`src/rtl/mac_array_ctrl.sv`:
```
// mac_array_ctrl: sequencer for a row x col mac array.
// Takes a start command with a dataflow mode and a vector count. Drives the shared array
// control lines (inst_w, weight_stationary, pass_psum, recall_psum, array_reset), the
// activation/weight SRAM read port (rd_en, rd_addr) and psum_valid.
//
// Ports:
//   clk, reset             clock, asynchronous active-high reset
//   start, mode_ws,        command strobe, mode (1 = WS, 0 = OS) and vector count;
//   num_vec                all three are sampled only in IDLE
//   busy, done             busy from CLR through DONE; done is a one-cycle pulse
//   weight_stationary      mode line, latched at start and held between operations
//   inst_w                 column-0 instruction (01 load/compute-OS, 10 execute-WS)
//   pass_psum, recall_psum OS psum shift-down enable and recall strobe
//   array_reset            one-cycle clear pulse to the array
//   rd_en, rd_addr         SRAM read port; rd_addr holds while rd_en is low
//   psum_valid             bottom-row out_s carries a final OS psum
//
// Every output is a register loaded from the next-state decode. Assumes row + col >= 3.
module mac_array_ctrl #(
    parameter int unsigned row    = 8,
    parameter int unsigned col    = 8,
    parameter int unsigned cnt_w  = 11,
    parameter int unsigned addr_w = 11
) (
    input  logic              clk,
    input  logic              reset,
    input  logic              start,
    input  logic              mode_ws,
    input  logic [cnt_w-1:0]  num_vec,
    output logic              busy,
    output logic              done,
    output logic              weight_stationary,
    output logic [1:0]        inst_w,
    output logic              pass_psum,
    output logic              recall_psum,
    output logic              array_reset,
    output logic              rd_en,
    output logic [addr_w-1:0] rd_addr,
    output logic              psum_valid
);

    // The phase counter must hold both num_vec-1 and the longest fixed phase (row+col-2).
    localparam int unsigned RcW = $clog2(row + col + 1);
    localparam int unsigned PhW = (cnt_w > RcW) ? cnt_w : RcW;

    localparam logic [PhW-1:0] LoadLast    = PhW'(row - 1);
    localparam logic [PhW-1:0] LwaitLast   = PhW'(col - 1);
    localparam logic [PhW-1:0] DrainWsLast = PhW'(row + col - 2);
    localparam logic [PhW-1:0] DrainOsLast = PhW'(row + col - 3);
    localparam logic [PhW-1:0] PassLast    = PhW'(row - 1);

    typedef enum logic [3:0] {
        StIdle,
        StClr,
        StLoad,
        StLwait,
        StExec,
        StDrain,
        StRecall,
        StPass,
        StDone
    } state_e;

    state_e            state_q, state_d;
    logic [PhW-1:0]    cnt_q, cnt_d;
    logic [addr_w-1:0] addr_q, addr_d;
    logic [cnt_w-1:0]  nv_q, nv_d;
    logic              ws_q, ws_d;

    logic              busy_q, busy_d;
    logic              done_q, done_d;
    logic [1:0]        inst_q, inst_d;
    logic              pass_q, pass_d;
    logic              recall_q, recall_d;
    logic              clr_q, clr_d;
    logic              rd_en_q, rd_en_d;

    logic [PhW-1:0]    exec_last;

    assign exec_last = PhW'(nv_q) - PhW'(1);

    // Next-state and next-output decode.
    always_comb begin
        state_d = state_q;
        ws_d    = ws_q;
        nv_d    = nv_q;

        case (state_q)
            StIdle: begin
                if (start) begin
                    if (num_vec != '0) begin
                        state_d = StClr;
                        ws_d    = mode_ws;
                        nv_d    = num_vec;
                    end else begin
                        // Empty command: acknowledge without touching the array.
                        state_d = StDone;
                    end
                end
            end
            StClr:    state_d = ws_q ? StLoad : StExec;
            StLoad:   if (cnt_q == LoadLast)  state_d = StLwait;
            StLwait:  if (cnt_q == LwaitLast) state_d = StExec;
            StExec:   if (cnt_q == exec_last) state_d = StDrain;
            StDrain: begin
                if (ws_q) begin
                    if (cnt_q == DrainWsLast) state_d = StDone;
                end else begin
                    if (cnt_q == DrainOsLast) state_d = StRecall;
                end
            end
            StRecall: state_d = StPass;
            StPass:   if (cnt_q == PassLast) state_d = StDone;
            StDone:   state_d = StIdle;
            default:  state_d = StIdle;
        endcase

        // Phase counter restarts on every state entry.
        if (state_d == StIdle || state_d != state_q) begin
            cnt_d = '0;
        end else begin
            cnt_d = cnt_q + PhW'(1);
        end

        // Address: 0 at LOAD entry or OS EXEC entry. WS EXEC continues from row-1, so its
        // first address is row. Held in every non-reading state.
        if (state_d == StIdle) begin
            addr_d = '0;
        end else if (state_d == StLoad && state_q != StLoad) begin
            addr_d = '0;
        end else if (state_d == StExec && state_q == StClr) begin
            addr_d = '0;
        end else if (state_d == StLoad || state_d == StExec) begin
            addr_d = addr_q + addr_w'(1);
        end else begin
            addr_d = addr_q;
        end

        busy_d   = (state_d != StIdle);
        done_d   = (state_d == StDone);
        clr_d    = (state_d == StClr);
        rd_en_d  = (state_d == StLoad) || (state_d == StExec);
        recall_d = (state_d == StRecall);
        pass_d   = (state_d == StPass);

        inst_d = 2'b00;
        if (state_d == StLoad) begin
            inst_d = 2'b01;
        end else if (state_d == StExec) begin
            inst_d = ws_d ? 2'b10 : 2'b01;
        end
    end

    always_ff @(posedge clk or posedge reset) begin
        if (reset) begin
            state_q  <= StIdle;
            cnt_q    <= '0;
            addr_q   <= '0;
            nv_q     <= '0;
            ws_q     <= 1'b0;
            busy_q   <= 1'b0;
            done_q   <= 1'b0;
            inst_q   <= 2'b00;
            pass_q   <= 1'b0;
            recall_q <= 1'b0;
            clr_q    <= 1'b0;
            rd_en_q  <= 1'b0;
        end else begin
            state_q  <= state_d;
            cnt_q    <= cnt_d;
            addr_q   <= addr_d;
            nv_q     <= nv_d;
            ws_q     <= ws_d;
            busy_q   <= busy_d;
            done_q   <= done_d;
            inst_q   <= inst_d;
            pass_q   <= pass_d;
            recall_q <= recall_d;
            clr_q    <= clr_d;
            rd_en_q  <= rd_en_d;
        end
    end

    assign busy              = busy_q;
    assign done              = done_q;
    assign weight_stationary = ws_q;
    assign inst_w            = inst_q;
    assign pass_psum         = pass_q;
    assign recall_psum       = recall_q;
    assign array_reset       = clr_q;
    assign rd_en             = rd_en_q;
    assign rd_addr           = addr_q;
    assign psum_valid        = pass_q;

endmodule

```
`config.mk`:
```
export PLATFORM = sky130hd
export DESIGN_NAME = mac_array_ctrl
export DESIGN_NICKNAME = d
export VERILOG_FILES = /design/src/rtl/mac_array_ctrl.sv
export SDC_FILE = /design/constraint.sdc
export NUM_CORES = 1
export LEC_CHECK = 0
export BUFFER_PORTS_ARGS = -buffer_cell sky130_fd_sc_hd__buf_4
export CORE_UTILIZATION = 40
export DETAILED_ROUTE_END_ITERATION = 12
export GPL_TIMING_DRIVEN = 0
export SYNTH_ARGS = -nofsm -noshare
export SYNTH_HDL_FRONTEND = slang
export SYNTH_SLANG_ARGS = --single-unit
```
`constraint.sdc`:
```
create_clock -name clk -period 2.76 [get_ports clk]
set_clock_uncertainty 0.05 [all_clocks]
set_input_delay 0.69 -clock clk [delete_from_list [all_inputs] [get_ports clk]]
set_output_delay 0.69 -clock clk [all_outputs]
set_load 0.02 [all_outputs]
```
; ---- Word-level counts from Yosys, hierarchy flattened
; Cells that the tools add are included.
[word_totals]
elab_cells = 66
reg_bits = 46
output_inout_bits = 21
[op_classes]
n_mux = 22
eq_ne = 19
addsub = 3
n_reduce_logical = 10
[ops]
columns = cell, n
row1 = $mux W11, 5
row2 = $mux W4, 9
row3 = $pmux W4 S8, 1
row4 = $eq A4 B3 Y1 const B, 7
row5 = $add A11 B1 Y11 const B, 2
row6 = $eq A11 B4 Y1 const B, 2
row7 = $eq A4 B2 Y1 const B, 3
row8 = $eq A11 B11 Y1, 1
row9 = $eq A11 B3 Y1 const B, 1
row10 = $reduce_bool A11 Y1, 1
row11 = $sub A11 B1 Y11 const B, 1
row12 = $eq A4 B1 Y1 const B, 2
row13 = $logic_not A4 Y1, 2
row14 = $reduce_bool A4 Y1, 2
row15 = $mux W2, 3
row16 = $eq A4 B4 Y1 const B, 1
row17 = $ne A4 B2 Y1 const B, 1
row18 = $ne A4 B4 Y1, 1
row19 = $mux W1, 3
row20 = $mux W3, 1
row21 = $reduce_and A3 Y1, 1
row22 = $logic_and A1 B1 Y1, 2
row23 = $logic_or A1 B1 Y1, 2

; ---- Depth between registers and ports, before layout
[logic_depth]
word_depth = 10
mapped_depth = 13
ltp_nobuf = 11

; ---- Worst setup path after synthesis
; Ideal clock, no wire load.
[synth_path]
path_kind = register to register
start = register nv_q[0]
end = register cnt_q[7]
slack_ps = -183
path_stages_with_launch = 13
t_arrival_ps = 2821
n_path_buf = 3
setup_time_ps = 72
required_time_ps = 2638
cell_sequence = dfrtp_1 inv_1 ha_1 clkbuf_1 or4b_1 o31a_1 a2111oi_0 a41o_1 buf_6 mux2i_1 nand3_1 buf_2 nor2_1
[synth_between]
elab_chain_cells = 7
[synth_rtl]
columns = element, line_no
row1 = from (decl), 67  ; logic [cnt_w-1:0] nv_q, nv_d;
row2 = from (signal assigned), 172  ; nv_q <= nv_d;
row3 = $sub A11 B1 Y11 (*), 80  ; assign exec_last = PhW'(nv_q) - PhW'(1);
row4 = $eq A11 B11 Y1 (*), 104  ; StExec: if (cnt_q == exec_last) state_d = StDrain;
row5 = $mux W4 (*), 104
row6 = $pmux W4 S8 (*), 88  ; case (state_q)
row7 = net state_d[0], 64  ; state_e state_q, state_d;
row8 = $ne A4 B4 Y1 / $logic_not A4 Y1 (equally long branches), 119  ; if (state_d == StIdle || state_d != state_q) begin
row9 = $logic_or A1 B1 Y1 (*), 119
row10 = $mux W11 (*), 119
row11 = net cnt_d[7], 65  ; logic [PhW-1:0] cnt_q, cnt_d;
row12 = to (signal assigned), 170  ; cnt_q <= cnt_d;
row13 = to (decl), 65
; Mark *: on every way through the listed nets, which the timed path passes. The rest lies on a longest branch.
; A chain may end at the register's enable or synchronous reset.

; ---- Worst setup path in the final report
[layout_path]
start = register cnt_q[5]
end = register cnt_q[4]
[layout_between]
elab_chain_cells = 7
[layout_rtl]
columns = element, line_no
row1 = $eq A11 B4 Y1 (on tied branches), "109, 107"
row2 = $mux W4 (on tied branches), "109, 107"
row3 = $mux W4, 106  ; if (ws_q) begin
row4 = $pmux W4 S8 (*), 88
row5 = net state_d[1], 64
row6 = $ne A4 B4 Y1 / $logic_not A4 Y1 (equally long branches), 119
row7 = $logic_or A1 B1 Y1 (*), 119
row8 = $mux W11 (*), 119
row9 = net cnt_d[4], 65
; Marks and branches as above.

==> results.tsv <==
metric	value	unit
status	finished, violations left	
# diodes	0	
Die Ht	85.50	um
Seq/Total Area, Yosys	0.4127	
area delta synth->final	33.96	%
number of core rows	30	
DRC Markers	0	
Peak supply drop	0.0005572	V
Synth Register Bits	46	
Die Area	7310	um2
clk buf depth	2	
CTS buffer count	5	
fillers	609	
Hold Crit Class	primary input to asynchronous set/reset pin	
CP most frequent cell	or4_4	
hpwl dp	4651	um
Max Fanout on Critical Path	8	
RSZ-0062 raised after global routing	true	
Synth Area in Compound Gates	0.1359	
ys flop type	dfrtp_1	
Post-Synth Adder-Cell Area	0.02243	
kind of end point of the critical path	flip-flop	
WHS	0.2925	ns
Least-Margin Pin Slew	0.6840	ns
count of final setup violators	13	
Yosys Warn Count	0	
gr usage total	0.2075	
Mapped Area	2789	um2
failing checks	negative setup slack	
Vias	2434	
Pins Over Slew Limit	0	
min Tclk post-route	2.833	ns
MaxCap Viol Count	0	
main combinational cell family by area after synthesis	simple AND/OR/NAND/NOR gates	
Setup Crit Path Kind	flip-flop to flip-flop	
placed inst area	3214	um2
slowest CP cell	or4_4	
Leak	1.605	nW
depth of the CTS H-tree	2	
Worst Setup Start Kind	flip-flop	
syn_nets	318	
PwrDens	1058	nW/um2
initial antenna violation count	0	
wirelength, routed	7143	um
first-pass GRT wire length	11980	um
area leader, netlist	dfrtp_1	
pin count of the biggest net entering global routing	34	
simple-gate area share of the yosys netlist	0.2647	
critical path, cell by cell	or4_4 > or4_4 > a22oi_2 > o22ai_4 > o31ai_1 > mux2i_4 > nand3_2 > buf_6 > nor2_1	
number of global-route vias before repair	2455	
XOR/XNOR share of the synthesized area	0.06281	
most common cell in the netlist	dfrtp_1	
critical path launch point	cnt_q[5]	
post-route ant nets	0	
via density per instance	5.519	
Post-synth EDFFs	0	
post-synthesis async set-or-reset flop share	1.000	
layout cells sized above 1	0.4266	
Avg WL per Cell	16.20	um
Critical path buffers and inverters	1	
delay-heaviest family, CP	simple AND/OR/NAND/NOR gates	
list of most frequent post-synthesis cells	46 x dfrtp_1, 33 x nor2_1, 14 x inv_1, 14 x nand3_1, 13 x o21ai_0	
final hold violations	0	
Final Net Count	380	
clk_lat worst skew	0.30	ns
Post-Synthesis Cells	298	
GRT overflow	0	
Max-slew headroom	0.5431	
Placed Cells	414	
cell area after layout	3736	um2
routability congestion estimate from global placement	0.8074	
Reg clk slew, reported paths	0.09	ns
clock sink total	46	
Max Freq	0.3529	GHz
non-filler cells, final	441	
post-synth top area share	0.4127	
post-synthesis cell type count	59	
PortBufs	35	
Critical R2R Launch	cnt_q[5]	
fin worst setup slack	-0.07333	ns
final period utilization	1.027	
Initial Utilization	0.4128	
post-synthesis mux area share	0.05070	
Req. time, crit path	2.91	ns
initial drt markers	96	
io pins	36	
max incr delay on CP	0.55	ns
Pre-Repair DR Iteration Count	4	
top area cells in the synthesized netlist	dfrtp_1 41%, nor2_1 4.4%, mux2_2 3.6%, xor2_1 3.5%, xnor2_1 2.8%	
CP Data Arrival Time	2.98	ns
clk root buf	clkbuf_8	
Syn Area/Cell	9.359	um2
Core Region	6756	um2
TritonCTS clock tree	yes	
Die W	85.50	um
where the power goes:
| group | switching (mW) | internal (mW) | total [mW] | leakage [nW] |
|---|---|---|---|---|
| sequential | 0.246 | 0.851 | 1.10 | 0.590 |
| combinational | 1.25 | 1.09 | 2.34 | 0.963 |
| clock | 0.243 | 0.271 | 0.514 | 0.0514 |
| total | 1.74 | 2.21 | 3.95 | 1.60 |
worst register-to-register path, cell delays in order (launching register included):
cell     delay, ns
dfrtp_1       0.42
or4_4         0.55
or4_4         0.46
a22oi_2       0.23
o22ai_4       0.15
o31ai_1       0.44
mux2i_4       0.12
nand3_2       0.13
buf_6         0.15
nor2_1        0.05
cell families (layout without fill, tap and decap cells):
family | after synthesis | after routing
xor gates and xnor gates | 20 | 20
AOI/OAI and AO/OA | 53 | 54
and+or+nand+nor | 130 | 130
DFF | 46 | 46
adders and majority gates | 5 | 5
buffers and inverters | 31 | 93
muxes | 13 | 13
cell type report:
type,instances,area [um2],share of cell area
buffer,5,38.79,0.01038
clock buffer,6,72.57,0.01942
clock inverter,2,37.54,0.01005
inverter,15,61.31,0.01641
multi-input combinational,222,1755,0.4699
sequential,46,1162,0.3111
tap,80,100.1,0.02679
timing repair buffer,65,508.0,0.1360
sequential cells by signal, indices dropped and copies added (netlist names):
register           cells
busy                   1
cnt_q                 11
nv_q                  11
done                   1
inst_w                 2
weight_stationary      1
pass_psum              1
rd_addr               11
state_q                4
array_reset            1
recall_psum            1
rd_en                  1
metal layers:
layer,global-route usage,routed length [um],up-vias
met5,0,0,-
met4,0.06515,162,0
met3,0.03561,258,14
met2,0.3556,3541,43
met1,0.2682,3181,1188
li1,-,-,1189
what timing repair did:
action                                  CTS  global route
endpoints found under the setup margin   22            23
hold buffers                              0             0
hold endpoints to repair                  0             0
pin swaps                                26            25
gates resized for setup                  40            31
cloned                                    2             0
setup buffers                            17            11
final timing paths:
path                       cells past startpoint  slack, ns    endpoint
setup / recovery                               9      -0.07    cnt_q[4]
hold / removal                                 2       0.29    cnt_q[1]
setup reg to reg                               9      -0.07    cnt_q[4]
hold reg to reg                                2       0.49  rd_addr[1]
max in group asynchronous                      3       1.87     nv_q[5]
min in group clk                               2       0.49  rd_addr[1]
through the flow:
stage                     TNS (ns)  setup WS [ns]  power, mW  utilization
after floorplan            -0.3420       -0.04636      2.351            -
after global placement      -7.682        -0.3907      2.771       0.4728
after detailed placement    -7.177        -0.3727      2.790       0.4757
after CTS                   -2.236        -0.1667      3.771       0.5302
after global routing        -2.713        -0.1829      4.242       0.5530
final                      -0.7377       -0.07333      3.952       0.5530
cells in the final DEF, fill, tap and decap left out, types with 5 or more instances in the layout:
cell type | netlist | layout
and3_1 | 10 | 10
nor2_1 | 33 | 25
a21oi_1 | 8 | 8
mux2_2 | 9 | 9
nand2_1 | 9 | 9
dfrtp_1 | 46 | 37
dfrtp_2 | 0 | 9
o21ai_0 | 13 | 6
nand3_1 | 14 | 13
xnor2_1 | 9 | 8
clkbuf_8 | 0 | 5
o21ai_2 | 0 | 11
nor2_2 | 0 | 8
nand4_1 | 5 | 5
buf_4 | 1 | 63
inv_1 | 14 | 10
nand2b_1 | 10 | 9
xor2_1 | 11 | 11
nor3_1 | 9 | 7
No activity file was read; power rests on OpenSTA's default activity.
